**config.mk**
```make
export PLATFORM = sky130hd
export DESIGN_NAME = paddle_draw_sequencer
export DESIGN_NICKNAME = d
export VERILOG_FILES = /design/src/rtl/paddle_draw_sequencer.sv
export SDC_FILE = /design/constraint.sdc
export NUM_CORES = 1
export LEC_CHECK = 0
export BUFFER_PORTS_ARGS = -buffer_cell sky130_fd_sc_hd__buf_2
export CAP_MARGIN = 20
export CORE_ASPECT_RATIO = 2
export CORE_UTILIZATION = 56
export CTS_CLUSTER_SIZE = 12
export DETAILED_ROUTE_END_ITERATION = 12
export PLACE_DENSITY = 0.79
export SYNTH_ARGS = -nofsm -noshare
export SYNTH_HDL_FRONTEND = slang
export SYNTH_SLANG_ARGS = --single-unit
export TNS_END_PERCENT = 20
```
**constraint.sdc**
```tcl
create_clock -name clk -period 2.5 [get_ports clk]
set_clock_uncertainty 0.15 [all_clocks]
set_input_delay 0.25 -clock clk [delete_from_list [all_inputs] [get_ports clk]]
set_output_delay 0.25 -clock clk [all_outputs]
set_load 0.05 [all_outputs]
```
**src/rtl/paddle_draw_sequencer.sv**
```systemverilog
// Per-frame paddle redraw sequencer: erases the old and draws the new left/right paddles as
// vertical-line jobs for the line drawer. Optional macro PADDLE_SKIP_UNCHANGED_EN skips unmoved paddles.
module paddle_draw_sequencer #(
  parameter int unsigned PADDLE_H = 32,
  parameter int unsigned PADDLE_W = 2,
  parameter int unsigned LEFT_X   = 10,
  parameter int unsigned RIGHT_X  = 308,
  parameter int unsigned SCREEN_H = 240
) (
  input  logic       clk,
  input  logic       reset,
  input  logic       frame_tick,
  input  logic [7:0] left_y_req,
  input  logic [7:0] right_y_req,
  output logic       ln_start,
  input  logic       ln_done,
  output logic [8:0] ln_x,
  output logic [7:0] ln_y,
  output logic [7:0] ln_height,
  output logic       color,
  output logic       busy,
  output logic       frame_done,
  output logic       overrun
);

  localparam logic [7:0] Y_MAX    = 8'(SCREEN_H - PADDLE_H);
  localparam logic [8:0] LEFT_XB  = 9'(LEFT_X);
  localparam logic [8:0] RIGHT_XB = 9'(RIGHT_X);
  localparam logic [2:0] COL_LAST = 3'(PADDLE_W - 1);
  localparam logic [2:0] NO_JOB   = 3'd4;

  typedef enum logic [2:0] {IDLE, LATCH, ISSUE, RELEASE, NEXT, DONE} state_t;

  state_t     state_r;
  logic [7:0] old_left_r, old_right_r, new_left_r, new_right_r;
  logic       old_valid_r, skip_left_r, skip_right_r;
  logic [2:0] job_r, col_r;
  logic       ln_start_r, color_r, busy_r, frame_done_r, overrun_r;
  logic [8:0] ln_x_r;
  logic [7:0] ln_y_r;

  logic [7:0] clamp_left_s, clamp_right_s, cur_left_s, cur_right_s;
  logic       same_left_s, same_right_s;
  logic [2:0] latch_first_s, next_first_s, tgt_job_s, tgt_col_s;
  logic [8:0] tgt_x_s;
  logic [7:0] tgt_y_s;

  function automatic logic [7:0] clamp_y(input logic [7:0] y);
    if (y > Y_MAX) begin
      return Y_MAX;
    end else begin
      return y;
    end
  endfunction

  // Even jobs are erases; jobs 0/1 belong to the left paddle, 2/3 to the right.
  function automatic logic job_ok(input logic [2:0] j, input logic ov, input logic sl,
                                  input logic sr);
    logic ok;
    ok = 1'b1;
    if (!j[0] && !ov) ok = 1'b0;
    if ((j < 3'd2) && sl) ok = 1'b0;
    if ((j >= 3'd2) && sr) ok = 1'b0;
    return ok;
  endfunction

  function automatic logic [2:0] first_job(input logic [2:0] from, input logic ov,
                                           input logic sl, input logic sr);
    logic [2:0] res;
    res = NO_JOB;
    for (int k = 3; k >= 0; k--) begin
      if ((3'(k) >= from) && job_ok(3'(k), ov, sl, sr)) res = 3'(k);
    end
    return res;
  endfunction

  // Next-job selection and the drawer operands that job/column implies.
  always_comb begin
    clamp_left_s  = clamp_y(left_y_req);
    clamp_right_s = clamp_y(right_y_req);
`ifdef PADDLE_SKIP_UNCHANGED_EN
    same_left_s   = old_valid_r && (clamp_left_s == old_left_r);
    same_right_s  = old_valid_r && (clamp_right_s == old_right_r);
`else
    same_left_s   = 1'b0;
    same_right_s  = 1'b0;
`endif
    latch_first_s = first_job(3'd0, old_valid_r, same_left_s, same_right_s);
    next_first_s  = first_job(job_r + 3'd1, old_valid_r, skip_left_r, skip_right_r);
    if (state_r == LATCH) begin
      tgt_job_s   = latch_first_s;
      tgt_col_s   = 3'd0;
      cur_left_s  = clamp_left_s;
      cur_right_s = clamp_right_s;
    end else if (col_r < COL_LAST) begin
      tgt_job_s   = job_r;
      tgt_col_s   = col_r + 3'd1;
      cur_left_s  = new_left_r;
      cur_right_s = new_right_r;
    end else begin
      tgt_job_s   = next_first_s;
      tgt_col_s   = 3'd0;
      cur_left_s  = new_left_r;
      cur_right_s = new_right_r;
    end
    if (tgt_job_s < 3'd2) begin
      tgt_x_s = LEFT_XB + {6'd0, tgt_col_s};
    end else begin
      tgt_x_s = RIGHT_XB + {6'd0, tgt_col_s};
    end
    case (tgt_job_s)
      3'd0:    tgt_y_s = old_left_r;
      3'd1:    tgt_y_s = cur_left_s;
      3'd2:    tgt_y_s = old_right_r;
      default: tgt_y_s = cur_right_s;
    endcase
  end

  // Sequencer FSM with registered drawer and status outputs.
  always_ff @(posedge clk) begin
    if (reset) begin
      state_r      <= IDLE;
      old_left_r   <= 8'd0;
      old_right_r  <= 8'd0;
      new_left_r   <= 8'd0;
      new_right_r  <= 8'd0;
      old_valid_r  <= 1'b0;
      skip_left_r  <= 1'b0;
      skip_right_r <= 1'b0;
      job_r        <= 3'd0;
      col_r        <= 3'd0;
      ln_start_r   <= 1'b0;
      ln_x_r       <= 9'd0;
      ln_y_r       <= 8'd0;
      color_r      <= 1'b0;
      busy_r       <= 1'b0;
      frame_done_r <= 1'b0;
      overrun_r    <= 1'b0;
    end else begin
      frame_done_r <= 1'b0;
      overrun_r    <= frame_tick && (state_r != IDLE);
      case (state_r)
        IDLE: begin
          if (frame_tick) begin
            state_r <= LATCH;
            busy_r  <= 1'b1;
          end
        end
        LATCH: begin
          new_left_r   <= clamp_left_s;
          new_right_r  <= clamp_right_s;
          skip_left_r  <= same_left_s;
          skip_right_r <= same_right_s;
          col_r        <= 3'd0;
          if (tgt_job_s == NO_JOB) begin
            state_r <= DONE;
          end else begin
            job_r      <= tgt_job_s;
            ln_x_r     <= tgt_x_s;
            ln_y_r     <= tgt_y_s;
            color_r    <= tgt_job_s[0];
            ln_start_r <= 1'b1;
            state_r    <= ISSUE;
          end
        end
        ISSUE: begin
          if (ln_done) begin
            ln_start_r <= 1'b0;
            state_r    <= RELEASE;
          end
        end
        RELEASE: state_r <= NEXT;
        NEXT: begin
          if (tgt_job_s == NO_JOB) begin
            col_r   <= 3'd0;
            state_r <= DONE;
          end else begin
            job_r      <= tgt_job_s;
            col_r      <= tgt_col_s;
            ln_x_r     <= tgt_x_s;
            ln_y_r     <= tgt_y_s;
            color_r    <= tgt_job_s[0];
            ln_start_r <= 1'b1;
            state_r    <= ISSUE;
          end
        end
        DONE: begin
          old_left_r   <= new_left_r;
          old_right_r  <= new_right_r;
          old_valid_r  <= 1'b1;
          frame_done_r <= 1'b1;
          busy_r       <= 1'b0;
          state_r      <= IDLE;
        end
        default: begin
          ln_start_r <= 1'b0;
          busy_r     <= 1'b0;
          state_r    <= IDLE;
        end
      endcase
    end
  end

  assign ln_start   = ln_start_r;
  assign ln_x       = ln_x_r;
  assign ln_y       = ln_y_r;
  assign ln_height  = 8'(PADDLE_H);
  assign color      = color_r;
  assign busy       = busy_r;
  assign frame_done = frame_done_r;
  assign overrun    = overrun_r;

endmodule

```
# Yosys cells after proc, flatten, opt, wreduce, memory -nomap -nowiden
# Index checks and enable logic that the tools add are counted.
# classes
addsub	4
mul	0
div_mod_pow	0
order_cmp	8
n_eq_ne	11
n_shift	0
mux	28
bitwise_logic	3
reduce_logical	14
# op_table
cell	n
$mux 3	12
$mux 8	4
$pmux 8 s3	1
$gt 8x8->1 const B	2
$pmux 3 s4	1
$add 9x3->9 const A	1
$eq 3x2->1 const B	3
$eq 3x3->1 const B	3
$mux 9	1
$add 3x1->3 const B	2
$eq 3x1->1 const B	2
$ge 1x3->1 const A	2
$ge 2x3->1 const A	2
$logic_not 3->1	2
$mux 1	6
$ne 2x2->1 const B	3
$pmux 3 s2	1
$reduce_and 2->1	3
$add 4x3->5 const A	1
$reduce_or 4->1	1
$logic_and 1x1->1	3
$lt 3x1->1 const B	1
$lt 3x2->1 const B	1
$not 1->1	3
other kinds (7)	7
# totals
register_bits	64
latchBits	0
ramBits	0
mem_bits_ro	0
out_inout_bits	30
word_cells	83
mem_count	0

# Depth between registers and ports, before layout
# Gate-level depths: netlist (run 1).
# logic_depth
ltp_word	11
mapped_depth	9
ltp_nobuf	8

# Worst setup path after synthesis (run 1)
# OpenSTA, ideal clock, no wires.
# synth_timing
path_type	register -> register
from	register job_r[0]
to	register ln_y_r[3], in the netlist ln_y[3]
arrival_ns	2.282
slack_ns	-0.056
path_stages_with_launch	8
path_buffers	0
period_less_slack_ns	2.556
cell_sequence	dfxtp_1 > ha_1 > ha_1 > or2_1 > o21ai_0 > nand2_1 > a221oi_1 > o41ai_2
# synth_via
elab_chain_len	11
word_cells_on_any_way	20
cone_classes	add/sub: 1; order compare: 4; eq/ne: 3; mux: 7; bitwise: 1; reduce/logical: 4
# synth_rtl
item	line_no	rtl
from (decl)	37	logic [2:0] job_r, col_r;
from (signal assigned)	158	job_r <= tgt_job_s;
from (signal assigned)	178	job_r <= tgt_job_s;
$add 3x1->3	89	next_first_s = first_job(job_r + 3'd1, old_valid_r, skip_left_r, skip_right_r);
$ge 2x3->1	72	if ((3'(k) >= from) && job_ok(3'(k), ov, sl, sr)) res = 3'(k);
$mux 3 / $logic_and 1x1->1 (equally long branches)	72	
$mux 3 (3 in a row)	72	
$mux 3 (*)	95	end else if (col_r < COL_LAST) begin
$mux 3 (*)	90	if (state_r == LATCH) begin
branches (longest 3 deep; another with $pmux 8 s3)	n/a	
to (signal assigned)	160	ln_y_r <= tgt_y_s;
to (signal assigned)	181	ln_y_r <= tgt_y_s;
to (decl)	40	logic [7:0] ln_y_r;
# Mark *: on every way between the ends.
# A chain may end at the register's enable or synchronous reset.

# Worst setup path in the final report (run 1)
# layout_timing
from	register job_r[0]
to	register ln_y_r[6], in the netlist ln_y[6]
# The elaborated chain is that of the path after synthesis.

==> results of run 1 <==
==> metal layers <==
layer	global-route usage [%]	share of wire [%]
met1	30.3	38
met2	49.3	53
met3	8.23	4.6
met4	21.1	4.1
met5	0	0
==> cells in the mapped netlist (all sizes together), types with 2 or more instances <==
master and instances:
nand2 61, dfxtp 60, a21oi 44, nor2 40, buf 24, nor3 17
clkbuf 11, o21ai 11, a22oi 9, nand3b 7, nand3 6, nor4 6
ha 5, nand2b 5, o41ai 5, a211oi 4, a221oi 4, and2 4
a21o 3, mux2i 3, nor3b 3, a311oi 2, and3 2, conb 2
nor2b 2, o21a 2, o22ai 2, o2bb2ai 2, or2 2, or3 2
xnor2 2
==> worst max-delay path by stage <==
stage | startpoint | end | slack (ns)
after floorplan | job_r[0] | ln_y[3] | 0.17
after global placement | job_r[0] | ln_y[1] | 0.1
after detailed placement | job_r[0] | ln_y[6] | 0.05
after CTS | job_r[0] | ln_y[1] | 0.03
after global routing | job_r[1] | ln_y[6] | -0.03
final | job_r[0] | ln_y[6] | 0.08
==> power by group through the flow <==
stage / Sequential, mW / Combinational [mW] / Clock, mW
floorplan: 1.59 / 1.16 / 0
global placement: 1.27 / 1.87 / 0
detailed placement: 1.28 / 1.90 / 0
CTS: 1.26 / 1.92 / 0.843
global route: 1.28 / 2.16 / 0.886
finish: 1.26 / 1.99 / 0.825
==> flip-flops by register name, indices dropped and copies added, names as in the netlist <==
name,cells
old_left_r,8
state_r,3
new_left_r,8
ln_x,6
job_r,3
overrun,1
busy,1
frame_done,1
old_right_r,8
new_right_r,8
old_valid_r,1
col_r,3
ln_start,1
ln_y,8
==> placed cells by master, fill, tap and decap left out, types with 5 or more instances in the layout <==
cell type / instances
buf_2: 39
nor2_1: 40
nor3_1: 15
dfxtp_1: 59
nand3b_1: 7
nand3_1: 6
o21ai_0: 6
a21oi_1: 42
nand2_1: 59
buf_4: 15
conb_1: 10
dlygate4sd3_1: 6
ha_1: 5
clkbuf_8: 13
a22oi_1: 8
o41ai_2: 5
==> repair_timing <==
item	in CTS	in global routing
setup endpoints to repair	0	8
resized for setup	0	10
hold endpoints to repair	6	0
hold buffers	6	0
==> critical path: cells and delay by family (launching register included) <==
kind	cells	cell delay (ns)
adder cells (fa/ha/maj)	2	0.54
flip-flops	1	0.36
AND/OR/NAND/NOR	1	0.07
AO/OA/AOI/OAI	4	0.96
multiplexers	1	0.23
==> layout make-up <==
type / instances / area share, %
clock buffer: 14 / 5.23
clock inverter: 1 / 0.143
inverter: 1 / 0.107
sequential: 60 / 34.4
timing repair buffer: 60 / 10.5
tap: 58 / 2.08
multi-input combinational: 277 / 47.5
==> cell families (layout without fill, tap and decap cells) <==
family                     after synthesis  after routing  share of synthesized area, %
AOI/OAI and AO/OA                       96             96                          23.1
other                                    2             10                         0.252
DFF                                     60             60                          40.2
buffers and inverters                   36             76                          6.92
muxes                                    3              3                          1.01
adders and majority gates                5              5                          2.10
xor gates and xnor gates                 2              2                         0.587
and+or+nand+nor                        161            161                          25.8
==> per-stage QoR <==
stage | TNS [ns] | util, %
after floorplan | 0 | -
after CTS | 0 | 67.0
after global routing | -0.0564 | 68.0
after detailed placement | 0 | 62.2
after global placement | 0 | 62.2
final | 0 | 68.0
==> results.ini, run 1 <==
[global_routing]
antenna_found_initial=0
grt_overflow_total=0
grt_usage_pct=29.8
grt_start_max_net_pins=25
grt_pass1_wl_mm=12.2
grt_pass1_vias=2736

[place]
gp_congestion=0.879
post-place-cells=450
port_buffers=39
postPlaceCellArea_sq_um=3190
hpwl_mm=5.35
preCtsSetupSlack_ns=0.0549

[yosys]
synth_seq_area_share_pct=40.2
synthArstFlopShare_pct=0
ys_ff_latch=60
synth_edf_count=0
yosysUniqueCellTypes=60
synth.area.top_cells=dfxtp_1, nand2_1, a21oi_1
yosysWarnings=0
ys.flop_type=dfxtp_1
synth_area_leader_cell=dfxtp_1
syn_area_per_cell_sq_um=8.18
netlist_area_sq_um=2990
syn-instance-count=365
yosysTopAreaCellShare_pct=40.2

[critical_path]
r2r_cells=8
reg2reg_to=ln_y[6]
cp_common_cell=ha_1
cp_max_fo=7
cp_slowest_cell=dfxtp_2
cpPeakStageDelay_ns=0.36
cp_cell_sequence=ha_1 -> ha_1 -> a211oi_2 -> o211a_1 -> mux2i_1 -> o21ai_0 -> a21oi_1 -> nor4_1
r2r-start=job_r[0]
crit_type=reg2reg
crit_path_start_kind=flop
cp_data_arrival_time_ns=2.50
end_kind=flop
regToRegSetupSlack_ns=0.08
critPathRequiredTime_ns=2.57

[worst_hold_path]
hold_end=new_left_r[5]
hp-start=left_y_req[5]
hp-class=in2reg
hold_path_depth=3

[floorplan]
io_pins=50
die-area_sq_um=5640
initial_utilization_pct=58.1
core_sq_um=5140
die_h_um=105
dieWidth_um=53.6
rows=37

[layout]
finalNonFillerCells=471
multiInputGateArea_sq_um=1660
antenna_cells=0
nFillCells=439
seq_area_sq_um=1200
final_area_sq_um=3490
fin_nets=434
syn2layout_area_growth_pct=17.0
drive_gt1_share_pct=24.0

[routing]
ant_nets=0
wl_per_cell_um=15.6
dr_total_vias=2798
dr.pass1.iters=4
routed_via_density=5.94
initialDrtViolationCount=71
wl_mm=7.33
drcViolationCount=0

[sta]
finalHoldViolations=0
hold_ws_ns=0.0229
rsz0062_at_grt=yes
timing.final.crit_period_ns=2.42
slew_viol_final=0
timing.final.ws_setup_ns=0.0771
min_period_over_period_pct=96.9
setup_viol=0
worst_pin_slew_ns=0.621
slew-limit-headroom_pct=58.5
fmaxAchievable_ghz=0.413

[power]
p_total_mw=4.08
clkPwrFrac_pct=20.2
comb_power_share_pct=48.8
p_int_mw=2.25
power_leakage_nw=1.41
pwr-share-seq_pct=31.0
vdd_drop_max_v=0.000831
p_sw_mw=1.83
power_density_nw_per_um2=1170
swShare_pct=44.9

[clock_tree]
cts_sinks=60
cts_tree=done
cts_root_buffer=clkbuf_8
clk_transition_reported_paths_ns=0.07
post-cts-setup-buffer-count=0
cts.htree.levels=3
cts_buffers=9
clock_latency_ns=0.35
cts_max_path_buffers=2

[run]
maxCapViolCount=0

[status]
outcome=completed

No activity file was read; power rests on OpenSTA's default activity.
==> run 2, diff against run 1 <==
- BUFFER_PORTS_ARGS: -buffer_cell sky130_fd_sc_hd__buf_2 -> -buffer_cell sky130_fd_sc_hd__clkbuf_2
==> run 2 against run 1 <==
Via count fell by 1.6%. Setup slack improved by 0.0064 ns. First-iteration DRC count fell by 11%. Sequential cell count did not move. Cell count rose by 0.21%. Utilization fell by 0.39 points. Combinational power fell by 3%. Fmax rose by 0.26%. Clock-buffer cell count rose by 1. Critical path type unchanged. Critical endpoint is now ln_y[4]. Largest cell class unchanged. Highest routed layer unchanged.
==> results.ini, run 2 (same netlist as run 1, synthesis figures left out) <==
[layout]
finalNonFillerCells=472  ; +0.21%
antenna_cells=0  ; unchanged
final_area_sq_um=3470  ; -0.57%
drive_gt1_share_pct=22.7  ; -1.3 points
fin_nets=434  ; unchanged
syn2layout_area_growth_pct=16.3
final_cell_mix=nand2_1, dfxtp_1, a21oi_1

[place]
post-place-cells=449  ; -0.22%
port_buffers=39  ; unchanged
gp_congestion=0.927  ; +5.4%
hpwl_mm=5.23  ; -2.2%
postPlaceCellArea_sq_um=3190  ; -0.23%

[clock_tree]
cts_sinks=60  ; unchanged
cts_max_path_buffers=2  ; unchanged
clk_transition_reported_paths_ns=0.06  ; about the same
cts.htree.levels=3  ; unchanged
post-cts-setup-buffer-count=0  ; unchanged
cts_buffers=9  ; unchanged
cts_tree=done
cts_root_buffer=clkbuf_8
clock_latency_ns=0.36  ; about the same

[global_routing]
grt_pass1_vias=2579  ; -5.7%
antenna_found_initial=0  ; unchanged
grt_start_max_net_pins=25  ; unchanged
grt_overflow_total=0  ; unchanged
grt_usage_pct=29.2  ; -0.63 points
grt_pass1_wl_mm=11.8  ; -2.8%

[power]
power_leakage_nw=1.38  ; -1.9%
vdd_drop_max_v=0.000809  ; -2.7%
power_density_nw_per_um2=1160  ; -0.79%

[sta]
worst_pin_slew_ns=0.590  ; -0.0319 ns
timing.final.crit_period_ns=2.42  ; -0.00636 ns
min_period_over_period_pct=96.7  ; -0.25 points
slew_viol_final=0  ; unchanged
setup_viol=0  ; unchanged
finalHoldViolations=0  ; unchanged
slew-limit-headroom_pct=60.6  ; +2.1 points
rsz0062_at_grt=yes
fmaxAchievable_ghz=0.414  ; +0.26%

[run]
maxCapViolCount=0  ; unchanged

[floorplan]
initial_utilization_pct=58.1  ; unchanged
io_pins=50  ; unchanged
die-area_sq_um=5640  ; unchanged
rows=37  ; unchanged
die_h_um=105  ; unchanged
core_sq_um=5140  ; unchanged
dieWidth_um=53.6  ; unchanged

[routing]
initialDrtViolationCount=63  ; -11%
routed_via_density=5.83  ; -1.8%
dr.pass1.iters=4  ; unchanged
wl_per_cell_um=15.3  ; -1.5%
dr_total_vias=2753  ; -1.6%
drcViolationCount=0  ; unchanged
wl_mm=7.24  ; -1.3%
ant_nets=0  ; unchanged

[critical_path]
cp_data_arrival_time_ns=2.50  ; about the same
critPathRequiredTime_ns=2.59  ; +0.02 ns
crit_path_start_kind=flop
crit_type=reg2reg
end_kind=flop
cp_max_fo=6  ; -1

[worst_hold_path]
hp-class=in2reg

[status]
outcome=completed

==> run 2: changes by cell type in the layout (fill, tap and decap cells not counted), sizes merged <==
cell / delta
buf: -40
clkbuf: +40
dlygate4sd3: +1
==> run 2: report_power, final <==
part / internal (mW) / switching [mW]
Clock: 0.440 / 0.367
Sequential: 1.14 / 0.131
Combinational: 0.622 / 1.32
Total: 2.20 / 1.82
==> run 2: worst paths after layout <==
check	startpoint	to	slack, ns	cells past startpoint
max	job_r[1]	ln_y[4]	0.08	7
min reg2reg	ln_x[1]	ln_x[1]	0.30	2
max reg2reg	job_r[1]	ln_y[4]	0.08	7
min	right_y_req[5]	new_right_r[5]	0.01	3
==> run 2: timing repair <==
item,4_1_cts,5_1_grt
endpoints found under the hold margin,7,0
gates resized for setup,0,6
setup endpoints to repair,0,11
hold buffers,7,0
==> run 2: metal layers <==
layer,wire length (um),part of all wire [%],GRT usage [%]
met3,264,3.6,6.49
met4,275,3.8,18.4
met2,3910,54,48.4
met5,0,0,0
met1,2790,38,31.5
==> run 2: critical path, stage by stage, from the launching register on <==
cell and delay (ns):
dfxtp_1 0.36, ha_1 0.20, ha_1 0.33, a211oi_2 0.32
o21ai_2 0.17, or3_1 0.42, nor3_1 0.23, o41ai_2 0.11
==> run 2: layout make-up <==
cell class,instances,area [sq um]
well taps,58,72.6
clock inverters,1,5.00
multi-input cells,277,1640
clock buffers,15,176
flip-flops and latches,60,1200
inverters,1,3.75
repair buffers,60,370
fillers,443,1670
==> run 2: stage by stage <==
stage	total power, mW	hold WS (ns)	setup TNS (ns)	worst slack, ns	util [%]
CTS	3.97	0.00828	0	0.0566	66.9
global route	4.26	0.0263	-0.439	-0.119	67.6
global placement	3.13	0.289	0	0.148	62.0
detailed placement	3.16	0.296	0	0.0756	62.0
finish	4.02	0.0131	0	0.0835	67.6
floorplan	2.75	0.236	0	0.165	-
==> run 3, diff against run 2 <==
==> constraint.sdc (replaced) <==
create_clock -name clk -period 2.5 [get_ports clk]
set_clock_uncertainty 0.15 [all_clocks]
set_input_delay 0 -clock clk [delete_from_list [all_inputs] [get_ports clk]]
set_output_delay 0 -clock clk [all_outputs]
set_load 0.05 [all_outputs]
==> run 3 against run 2 <==
Utilization increased by 4.1 points. Critical path depth unchanged. Largest power group unchanged. Clock-buffer cell count unchanged. Sequential share of layout area decreased by 2.0 points.
==> results.ini, run 3 (same netlist as run 1, synthesis figures left out) <==
[clock_tree]
cts_sinks=60  ; unchanged
cts_tree=done
clk_transition_reported_paths_ns=0.06  ; about the same
cts_buffers=9  ; unchanged
post-cts-setup-buffer-count=0  ; unchanged
cts_max_path_buffers=2  ; unchanged
clock_latency_ns=0.35  ; about the same
cts.htree.levels=3  ; unchanged
cts_root_buffer=clkbuf_8

[sta]
fmaxAchievable_ghz=0.414  ; about the same
min_period_over_period_pct=96.7  ; about the same
setup_viol=0  ; unchanged
slew_viol_final=0  ; unchanged
slew-limit-headroom_pct=59.6  ; -0.96 points
timing.final.crit_period_ns=2.42  ; +0.000585 ns
finalHoldViolations=0  ; unchanged
rsz0062_at_grt=yes
hold_ws_ns=0.290  ; +0.277 ns
timing.final.ws_setup_ns=0.0829  ; -0.000585 ns
worst_pin_slew_ns=0.604  ; +0.0144 ns

[routing]
wl_mm=7.81  ; +7.8%
wl_per_cell_um=15.9  ; +3.5%
ant_nets=0  ; unchanged
dr_total_vias=2878  ; +4.5%
drcViolationCount=0  ; unchanged
routed_via_density=5.85  ; +0.29%
dr.pass1.iters=5  ; +1
initialDrtViolationCount=104  ; +65%

[power]
p_sw_mw=1.85  ; +1.6%
power_density_nw_per_um2=1110  ; -3.7%
vdd_drop_max_v=0.000836  ; +3.4%
clkPwrFrac_pct=19.7  ; -0.4 points
power_leakage_nw=1.48  ; +7.2%
p_int_mw=2.26  ; +2.6%
comb_power_share_pct=49.4  ; +1.0 points
pwr-share-seq_pct=31.0  ; -0.6 points
swShare_pct=45.0  ; -0.23 points

[run]
maxCapViolCount=0  ; unchanged

[critical_path]
r2r-start=job_r[1]
crit_type=reg2reg
end_kind=flop
critPathRequiredTime_ns=2.59  ; about the same
cpPeakStageDelay_ns=0.42  ; about the same
cp_cell_sequence=ha_1 -> ha_1 -> a211oi_2 -> o21ai_2 -> or3_1 -> nor3_1 -> o41ai_2
reg2reg_to=ln_y[4]
r2r_cells=7  ; unchanged
cp_max_fo=6  ; unchanged
crit_path_start_kind=flop
regToRegSetupSlack_ns=0.08  ; about the same
cp_data_arrival_time_ns=2.50  ; about the same
cp_common_cell=ha_1
cp_slowest_cell=or3_1

[place]
postPlaceCellArea_sq_um=3190  ; unchanged
gp_congestion=0.927  ; unchanged
hpwl_mm=5.23  ; unchanged
post-place-cells=449  ; unchanged
preCtsSetupSlack_ns=0.0756  ; unchanged
port_buffers=39  ; unchanged

[layout]
antenna_cells=0  ; unchanged
syn2layout_area_growth_pct=23.4
fin_util_pct=71.7  ; +4.1 points
drive_gt1_share_pct=22.4  ; -0.36 points
fin_nets=454  ; +4.6%
nFillCells=397  ; -10%
final_cell_mix=nand2_1, dfxtp_1, a21oi_1
finalNonFillerCells=492  ; +4.2%
final_area_sq_um=3680  ; +6.1%

[floorplan]
io_pins=50  ; unchanged
core_sq_um=5140  ; unchanged
dieWidth_um=53.6  ; unchanged
die-area_sq_um=5640  ; unchanged
initial_utilization_pct=58.1  ; unchanged
die_h_um=105  ; unchanged
rows=37  ; unchanged

[worst_hold_path]
hp-class=in2reg
hold_end=new_right_r[0]
hold_path_depth=4  ; +1
hp-start=right_y_req[0]

[global_routing]
grt_start_max_net_pins=25  ; unchanged
grt_overflow_total=0  ; unchanged
grt_usage_pct=31.5  ; +2.4 points
grt_pass1_wl_mm=12.7  ; +7.7%
antenna_found_initial=0  ; unchanged
grt_pass1_vias=2765  ; +7.2%

[status]
outcome=completed

[run 3: cell count changes in the layout (fill, tap and decap cells not counted), sizes merged]
cell         before  now
dlygate4sd3       7   27
[run 3: how the worst max path moves through the flow]
| stage | endpoint | startpoint | slack (ns) |
|---|---|---|---|
| after CTS | ln_y[5] | job_r[0] | 0.06 |
| after detailed placement | ln_y[5] | job_r[1] | 0.08 |
| after global placement | ln_y[6] | job_r[0] | 0.15 |
| after floorplan | ln_y[3] | job_r[0] | 0.17 |
| after global routing | ln_y[2] | job_r[1] | -0.12 |
| final | ln_y[4] | job_r[1] | 0.08 |
[run 3: cell type report]
type	instances	area, sq um	area share, %
flip-flops and latches	60	1200	32.6
inverters	1	3.75	0.102
repair buffers	80	571	15.5
well taps	58	72.6	1.97
clock inverters	1	5.00	0.136
clock buffers	15	176	4.79
multi-input cells	277	1650	44.9
[run 3: metal layers]
layer	routed length (um)	vias to the layer above	track usage, %
met5	0	-	0
met4	402	0	21.1
met3	305	31	6.64
met2	4230	94	52.9
met1	2870	1352	33.1
li1	-	1401	-
[run 3: worst max-delay path: cells and delay by family, from the launching register on]
family | cells | cell delay (ns)
compound gates | 3 | 0.60
fa+ha+maj | 2 | 0.54
flops | 1 | 0.36
simple gates | 2 | 0.65
[run 3: repair_timing]
action                                  4_1_cts  5_1_grt
endpoints found under the hold margin        25        0
resized for setup                             0        9
endpoints found under the setup margin        0       14
hold buffers                                 27        0
[run 3: per-stage QoR]
| step | setup TNS (ns) | power [mW] |
|---|---|---|
| after floorplan | 0 | 2.75 |
| after global placement | 0 | 3.13 |
| after CTS | 0 | 4.02 |
| final | 0 | 4.11 |
| after detailed placement | 0 | 3.16 |
| after global routing | -0.436 | 4.35 |
[run 3: power groups by stage]
stage          clock, mW  combinational [mW]  sequential [mW]
3_5_place_dp           0                1.87             1.29
6_report           0.808                2.03             1.27
4_1_cts            0.816                1.94             1.27
5_1_grt            0.873                2.19             1.29
3_3_place_gp           0                1.85             1.28
2_1_floorplan          0                1.16             1.59
